<file path="src/rtl/mult_seq_pkg.sv">
// Shared definitions for the multiplier operand sequencer: FSM encoding,
// width helpers and the product-taint prefix function.
package mult_seq_pkg;

  localparam int SEQ_NUM_BITS = 7;
  localparam int PW           = 2 * SEQ_NUM_BITS;  // product width
  localparam int JW           = 4 * SEQ_NUM_BITS;  // queued job width

  localparam logic [2:0] ST_IDLE    = 3'd0;
  localparam logic [2:0] ST_RST     = 3'd1;
  localparam logic [2:0] ST_START   = 3'd2;
  localparam logic [2:0] ST_WAIT    = 3'd3;
  localparam logic [2:0] ST_CAPTURE = 3'd4;

  // Bit i of the product depends on operand bits 0..min(i,N-1), so its taint
  // is the OR of the combined operand taint over that low range.
  function automatic logic [PW-1:0] taint_prefix(input logic [SEQ_NUM_BITS-1:0] t);
    logic [PW-1:0] r;
    logic          acc;
    acc = 1'b0;
    r   = {PW{1'b0}};
    for (int i = 0; i < SEQ_NUM_BITS; i++) begin
      acc  = acc | t[i];
      r[i] = acc;
    end
    for (int i = SEQ_NUM_BITS; i < PW; i++) begin
      r[i] = acc;
    end
    return r;
  endfunction

endpackage

</file>
<file path="src/rtl/mult_seq_fifo.sv">
// Synchronous job FIFO with full/empty flags; pointers carry one wrap bit.
module mult_seq_fifo #(
  parameter int WIDTH = 28,
  parameter int DEPTH = 4
) (
  input  logic             clk,
  input  logic             rst,
  input  logic             push,
  input  logic [WIDTH-1:0] wdata,
  input  logic             pop,
  output logic [WIDTH-1:0] rdata,
  output logic             full,
  output logic             empty
);

  localparam int AW = $clog2(DEPTH);

  logic [WIDTH-1:0] mem_q [DEPTH];
  logic [AW:0]      wr_ptr_q;
  logic [AW:0]      rd_ptr_q;
  logic             do_push_s;
  logic             do_pop_s;

  assign full      = (wr_ptr_q[AW] != rd_ptr_q[AW]) &&
                     (wr_ptr_q[AW-1:0] == rd_ptr_q[AW-1:0]);
  assign empty     = (wr_ptr_q == rd_ptr_q);
  assign do_push_s = push && !full;
  assign do_pop_s  = pop && !empty;
  assign rdata     = mem_q[rd_ptr_q[AW-1:0]];

  // Advance read/write pointers on accepted push/pop.
  always_ff @(posedge clk or negedge rst) begin
    if (!rst) begin
      wr_ptr_q <= {(AW+1){1'b0}};
      rd_ptr_q <= {(AW+1){1'b0}};
    end else begin
      if (do_push_s) begin
        wr_ptr_q <= wr_ptr_q + {{AW{1'b0}}, 1'b1};
      end
      if (do_pop_s) begin
        rd_ptr_q <= rd_ptr_q + {{AW{1'b0}}, 1'b1};
      end
    end
  end

  // Storage write; contents are don't-care until a slot is pushed.
  always_ff @(posedge clk) begin
    if (do_push_s) begin
      mem_q[wr_ptr_q[AW-1:0]] <= wdata;
    end
  end

endmodule

</file>
<file path="src/rtl/mult_operand_sequencer.sv">
// Issue stage for the constant-time taint-tracking multiplier: queues jobs,
// drives reset/start/wait on the multiplier and returns product plus taint.
module mult_operand_sequencer
  import mult_seq_pkg::*;
#(
  parameter int NUM_BITS     = SEQ_NUM_BITS,
  parameter int FIFO_DEPTH   = 4,
  parameter int MULT_LATENCY = 12
) (
  input  logic                  clk,
  input  logic                  rst,
  input  logic                  in_valid,
  output logic                  in_ready,
  input  logic [NUM_BITS-1:0]   in_multiplier,
  input  logic [NUM_BITS-1:0]   in_multiplicand,
  input  logic [NUM_BITS-1:0]   in_mplier_taint,
  input  logic [NUM_BITS-1:0]   in_mcand_taint,
  output logic                  mul_rst,
  output logic                  mul_start,
  output logic [NUM_BITS-1:0]   mul_multiplier,
  output logic [NUM_BITS-1:0]   mul_multiplicand,
  input  logic [2*NUM_BITS-1:0] mul_product,
  output logic                  out_valid,
  input  logic                  out_ready,
  output logic [2*NUM_BITS-1:0] out_product,
  output logic [2*NUM_BITS-1:0] out_taint,
  output logic                  busy
);

  localparam int              CW       = $clog2(MULT_LATENCY + 1);
  localparam logic [CW-1:0]   CNT_INIT = CW'(MULT_LATENCY - 1);

  logic [2:0]            state_q, state_d;
  logic [CW-1:0]         cnt_q, cnt_d;
  logic                  fifo_full, fifo_empty, fifo_pop;
  logic [JW-1:0]         fifo_rdata;
  logic                  capture_s;
  logic                  slot_free_s;
  logic                  mul_rst_q, mul_rst_d;
  logic                  mul_start_q, mul_start_d;
  logic                  out_valid_q, out_valid_d;
  logic [NUM_BITS-1:0]   mplier_q, mcand_q, taint_q;
  logic [PW-1:0]         out_product_q, out_taint_q;

  mult_seq_fifo #(
    .WIDTH (JW),
    .DEPTH (FIFO_DEPTH)
  ) u_fifo (
    .clk   (clk),
    .rst   (rst),
    .push  (in_valid),
    .wdata ({in_multiplier, in_multiplicand, in_mplier_taint, in_mcand_taint}),
    .pop   (fifo_pop),
    .rdata (fifo_rdata),
    .full  (fifo_full),
    .empty (fifo_empty)
  );

  assign in_ready         = !fifo_full;
  assign slot_free_s      = !out_valid_q || out_ready;
  assign mul_rst          = mul_rst_q;
  assign mul_start        = mul_start_q;
  assign mul_multiplier   = mplier_q;
  assign mul_multiplicand = mcand_q;
  assign out_valid        = out_valid_q;
  assign out_product      = out_product_q;
  assign out_taint        = out_taint_q;
  assign busy             = (state_q != ST_IDLE) || !fifo_empty || out_valid_q;

  // State and latency counter registers.
  always_ff @(posedge clk or negedge rst) begin
    if (!rst) begin
      state_q <= ST_IDLE;
      cnt_q   <= {CW{1'b0}};
    end else begin
      state_q <= state_d;
      cnt_q   <= cnt_d;
    end
  end

  // Next-state logic; the wait length is fixed so latency is data independent.
  always_comb begin
    state_d   = state_q;
    cnt_d     = cnt_q;
    fifo_pop  = 1'b0;
    capture_s = 1'b0;
    case (state_q)
      ST_IDLE: begin
        if (!fifo_empty) begin
          fifo_pop = 1'b1;
          state_d  = ST_RST;
        end else begin
          state_d  = ST_IDLE;
        end
      end
      ST_RST:   state_d = ST_START;
      ST_START: begin
        cnt_d   = CNT_INIT;
        state_d = ST_WAIT;
      end
      ST_WAIT: begin
        if (cnt_q == {CW{1'b0}}) begin
          if (slot_free_s) begin
            capture_s = 1'b1;
            state_d   = ST_IDLE;
          end else begin
            state_d   = ST_CAPTURE;
          end
        end else begin
          cnt_d = cnt_q - {{(CW-1){1'b0}}, 1'b1};
        end
      end
      ST_CAPTURE: begin
        if (slot_free_s) begin
          capture_s = 1'b1;
          state_d   = ST_IDLE;
        end else begin
          state_d   = ST_CAPTURE;
        end
      end
      default: state_d = ST_IDLE;
    endcase
  end

  // Output decode: multiplier strobes follow the next state so they are registered.
  always_comb begin
    mul_rst_d   = (state_d == ST_RST);
    mul_start_d = (state_d == ST_START);
    if (capture_s) begin
      out_valid_d = 1'b1;
    end else if (out_ready) begin
      out_valid_d = 1'b0;
    end else begin
      out_valid_d = out_valid_q;
    end
  end

  // Datapath: operand hold registers, multiplier strobes and result slot.
  always_ff @(posedge clk or negedge rst) begin
    if (!rst) begin
      mul_rst_q     <= 1'b1;
      mul_start_q   <= 1'b0;
      out_valid_q   <= 1'b0;
      mplier_q      <= {NUM_BITS{1'b0}};
      mcand_q       <= {NUM_BITS{1'b0}};
      taint_q       <= {NUM_BITS{1'b0}};
      out_product_q <= {PW{1'b0}};
      out_taint_q   <= {PW{1'b0}};
    end else begin
      mul_rst_q   <= mul_rst_d;
      mul_start_q <= mul_start_d;
      out_valid_q <= out_valid_d;
      if (fifo_pop) begin
        mplier_q <= fifo_rdata[4*NUM_BITS-1:3*NUM_BITS];
        mcand_q  <= fifo_rdata[3*NUM_BITS-1:2*NUM_BITS];
        taint_q  <= fifo_rdata[2*NUM_BITS-1:NUM_BITS] | fifo_rdata[NUM_BITS-1:0];
      end
      if (capture_s) begin
        out_product_q <= mul_product;
        out_taint_q   <= taint_prefix(taint_q);
      end
    end
  end

endmodule
</file>
<file path="config.mk">
export PLATFORM = sky130hd
export DESIGN_NAME = mult_operand_sequencer
export DESIGN_NICKNAME = d
export VERILOG_FILES = /design/src/rtl/mult_seq_pkg.sv /design/src/rtl/mult_seq_fifo.sv /design/src/rtl/mult_operand_sequencer.sv
export SDC_FILE = /design/constraint.sdc
export NUM_CORES = 1
export LEC_CHECK = 0
export BUFFER_PORTS_ARGS = -buffer_cell sky130_fd_sc_hd__buf_2
export CORE_UTILIZATION = 39
export DETAILED_ROUTE_END_ITERATION = 10
export GPL_TIMING_DRIVEN = 0
export SYNTH_ARGS = -nofsm -noshare
export SYNTH_HDL_FRONTEND = slang
export SYNTH_SLANG_ARGS = --single-unit
</file>
<file path="constraint.sdc">
create_clock -name clk -period 2.56 [get_ports clk]
set_input_delay 0.128 -clock clk [delete_from_list [all_inputs] [get_ports clk]]
set_output_delay 0.128 -clock clk [all_outputs]
set_load 0.02 [all_outputs]
</file>
==> impl_metrics.csv <==
group,metric,value,unit
outcome,outcome,"finished clean",
sta,worst_relative_slew_slack,46.2,%
synthesis,yosysTopAreaCellShare,52.1,%
sta,timing.final.hold_violations,0,
power_and_ir_drop,p_per_area,1150,nW/um^2
grt,number_of_antenna_violations_at_the_first_check_in_global_routing,0,
critical_path,critPathKind,"reg2reg",
clocking,cts_max_path_buffers,2,
job,maxCapViolations,0,
synthesis,synth_area_per_cell,17.6,um^2
grt,number_of_global_route_vias_before_repair,3638,
grt,grt_start_max_net_pins,59,
clocking,cts_buffers,17,
cells_and_area,mostFrequentLayoutCell,"sky130_fd_sc_hd__edfxtp_1",
grt,globalRouteOverflowTotal,0,
clocking,cts_max_level,4,
critical_path,largest_incremental_delay_on_the_critical_path,0.75,ns
clocking,worst_skew_pair.late_latency,0.43,ns
sta,setup-tns-final,0,ns
critical_path,path_max_fanout,29,
grt,globalRouteMet2Util,26.5,%
route,drt-initial-drc-count,190,
synthesis,syn-num-nets,419,
synthesis,yosys_register_bits,170,
cells_and_area,nets,574,
synthesis,syn-instance-count,367,
power_and_ir_drop,leakagePower,3.14,nW
sta,finalWorstPathRequiredPeriod,2.12,ns
cells_and_area,syn_to_final_growth,28.3,%
place,post_dp_hpwl,7500,um
clocking,tritoncts_num_sinks,170,
sta,setup_viol,0,
grt,track_usage,15.3,%
route,drt_wl_total,12100,um
sta,achievable-frequency,472,MHz
synthesis,post_synth_num_cell_types,38,
min_path,min_delay_path_depth,3,
critical_path,path_cells,"xnor2_1 > nand3b_1 > and3_2",
die,die_area,17100,um^2
synthesis,synth_sequential_area_ratio,74.6,%
min_path,hp-class,"in2reg",
place,gp_routability_congestion,0.687,
clocking,cts.reportedPaths.clkPinSlew,0.06,ns
critical_path,startpoint_type,"flop",
place,port_buffers,92,
grt,grt_pass1_wl,18700,um
route,post-route-drc-count,0,
route,route.antenna.remaining_nets,0,
cells_and_area,final_cell_mix,"sky130_fd_sc_hd__edfxtp_1 (112), sky130_fd_sc_hd__buf_2 (93), sky130_fd_sc_hd__dfrtp_1 (57)",
cells_and_area,antenna_cells,0,
power_and_ir_drop,maximum_vdd_drop,583,uV
critical_path,cp_slowest_cell,"sky130_fd_sc_hd__and3_2",
clocking,cts_root_buf,"sky130_fd_sc_hd__clkbuf_16",
die,die_x,131,um
critical_path,cp_data_required_time,2.61,ns
clocking,cts_tree,"done",
power_and_ir_drop,total_power,9.52,mW
sta,timing_worst_slew_pin_value,0.807,ns
route,wire_length_per_cell,16.1,um
critical_path,worst-r2r-cell-count,3,
route,detail_route.first_pass.iterations,4,
sta,finalCritPeriodShare,82.7,%
clocking,post_cts.repair.setup_buffers,0,
cells_and_area,final_layout_size_suffix_gt1_share,37.8,%
sta,finClkSkew,0.0122,ns
die,io-pin-count,93,
die,row_count,46,
grt,globalRoute.busiestLayer,"met2",
sta,final_max_slew_viol_count,0,
route,via_per_inst,4.76,
critical_path,worstSetupEndpointType,"flop",
clocking,holdBufCountCts,43,
synthesis,post-synth-top-area-cell,"sky130_fd_sc_hd__edfxtp_1",
synthesis,post_synth_main_area_contributors,"sky130_fd_sc_hd__edfxtp_1 (52%), sky130_fd_sc_hd__dfrtp_1 (22%), sky130_fd_sc_hd__mux2_2 (5.8%)",
grt,globalRouteMet3Util,4.03,%
clocking,post_cts_resize_count,0,
synthesis,yosysWarningCount,0,
die,die_height,131,um
route,num_vias,3575,
grt,use_met1,17.8,%
critical_path,cp.arrival,2.17,ns
die,core_area,16000,um^2
die,floorplan.initialDensity,40.4,%
synthesis,syn_area,6460,um^2
sta,rsz0062_at_grt,"no",
-- critical path, delay by kind of cell, from the launching register on --
family | cells | cell delay [ns]
xor+xnor | 1 | 0.33
simple gates | 2 | 0.99
flops | 1 | 0.40
-- synth_stat cells, drive strengths merged --
library cell  instances
a211oi                8
a21oi                22
a22oi                 1
a31oi                 3
and2                  1
and2b                 1
and3                  4
and4bb                1
buf                  17
clkbuf                3
dfrtp                57
dfstp                 1
edfxtp              112
ha                    6
inv                   8
mux2                 34
mux2i                 3
mux4                 14
nand2                 4
nand2b                1
nand3                 3
nand3b                1
nor2                 27
nor2b                 1
nor3                 17
nor3b                 1
or3                   5
or3b                  1
or4                   1
xnor2                 5
xor2                  4
-- power by group --
group	leakage [nW]	switching (mW)	internal [mW]
clock network	0.306	1.04	1.73
registers	1.69	0.351	3.79
logic	1.15	1.51	1.09
total	3.14	2.90	6.62
-- layout make-up --
class / count / area [um^2]
fillers: 1365 / 7720
flip-flops and latches: 170 / 4820
multi-input cells: 169 / 1470
repair buffers: 136 / 903
clock buffers: 17 / 425
well taps: 216 / 270
clock inverters: 15 / 221
plain buffers: 20 / 149
inverters: 8 / 30.0
-- path summary, 6_finish.rpt --
path	from	endpoint	slack, ns
worst max-delay path	u_fifo.wr_ptr_q[2]$_DFFE_PN0N_	u_fifo.mem_q[3][14]$_DFFE_PP_	0.44
worst min-delay path	in_valid	u_fifo.wr_ptr_q[0]$_DFFE_PN0N_	0.06
worst max register to register	u_fifo.wr_ptr_q[2]$_DFFE_PN0N_	u_fifo.mem_q[3][14]$_DFFE_PP_	0.44
worst min register to register	u_fifo.wr_ptr_q[2]$_DFFE_PN0N_	u_fifo.wr_ptr_q[2]$_DFFE_PN0N_	0.49
max in group asynchronous	rst	u_fifo.rd_ptr_q[1]$_DFFE_PN0P_	1.74
min in group asynchronous	rst	mul_multiplier[0]$_DFFE_PN0N_	0.31
-- metal layers --
layer | up-vias | part of all wire (%)
met3 | 15 | 3.7
met1 | 1794 | 44
li1 | 1685 | -
met2 | 81 | 51
met4 | 0 | 1.8
met5 | - | 0
-- cell families (layout without fill, tap and decap cells) --
family	Yosys count	in the layout	synth area share, %
DFF	170	170	74.6
and+or+nand+nor	69	69	5.39
muxes	51	51	11.3
AOI/OAI and AO/OA	34	34	3.41
buffers and inverters	28	196	2.77
xor gates and xnor gates	9	9	1.34
adders and majority gates	6	6	1.16
-- state kept, by name (all words and copies together), names as in the netlist --
signal            flops
mul_multiplicand      7
state_q               3
taint_q               7
u_fifo.wr_ptr_q       3
u_fifo.rd_ptr_q       3
mul_start             1
out_valid             1
out_product          14
mul_multiplier        7
cnt_q                 4
out_taint             7
mul_rst               1
u_fifo.mem_q        112
-- metrics by stage --
step | instances | util [%] | instance area (um^2) | hold slack [ns] | setup slack (ns)
detailed placement | 675 | 44.9 | 7190 | 0.345 | 0.408
global placement | 675 | 44.9 | 7190 | 0.338 | -0.132
global route | 751 | 51.8 | 8280 | 0.0776 | 0.259
CTS | 750 | 51.7 | 8270 | 0.0214 | 0.382
finish | 751 | 51.8 | 8280 | 0.0585 | 0.442
floorplan | 367 | - | 6460 | -0.168 | 0.323
No activity file was read; power rests on OpenSTA's default activity.
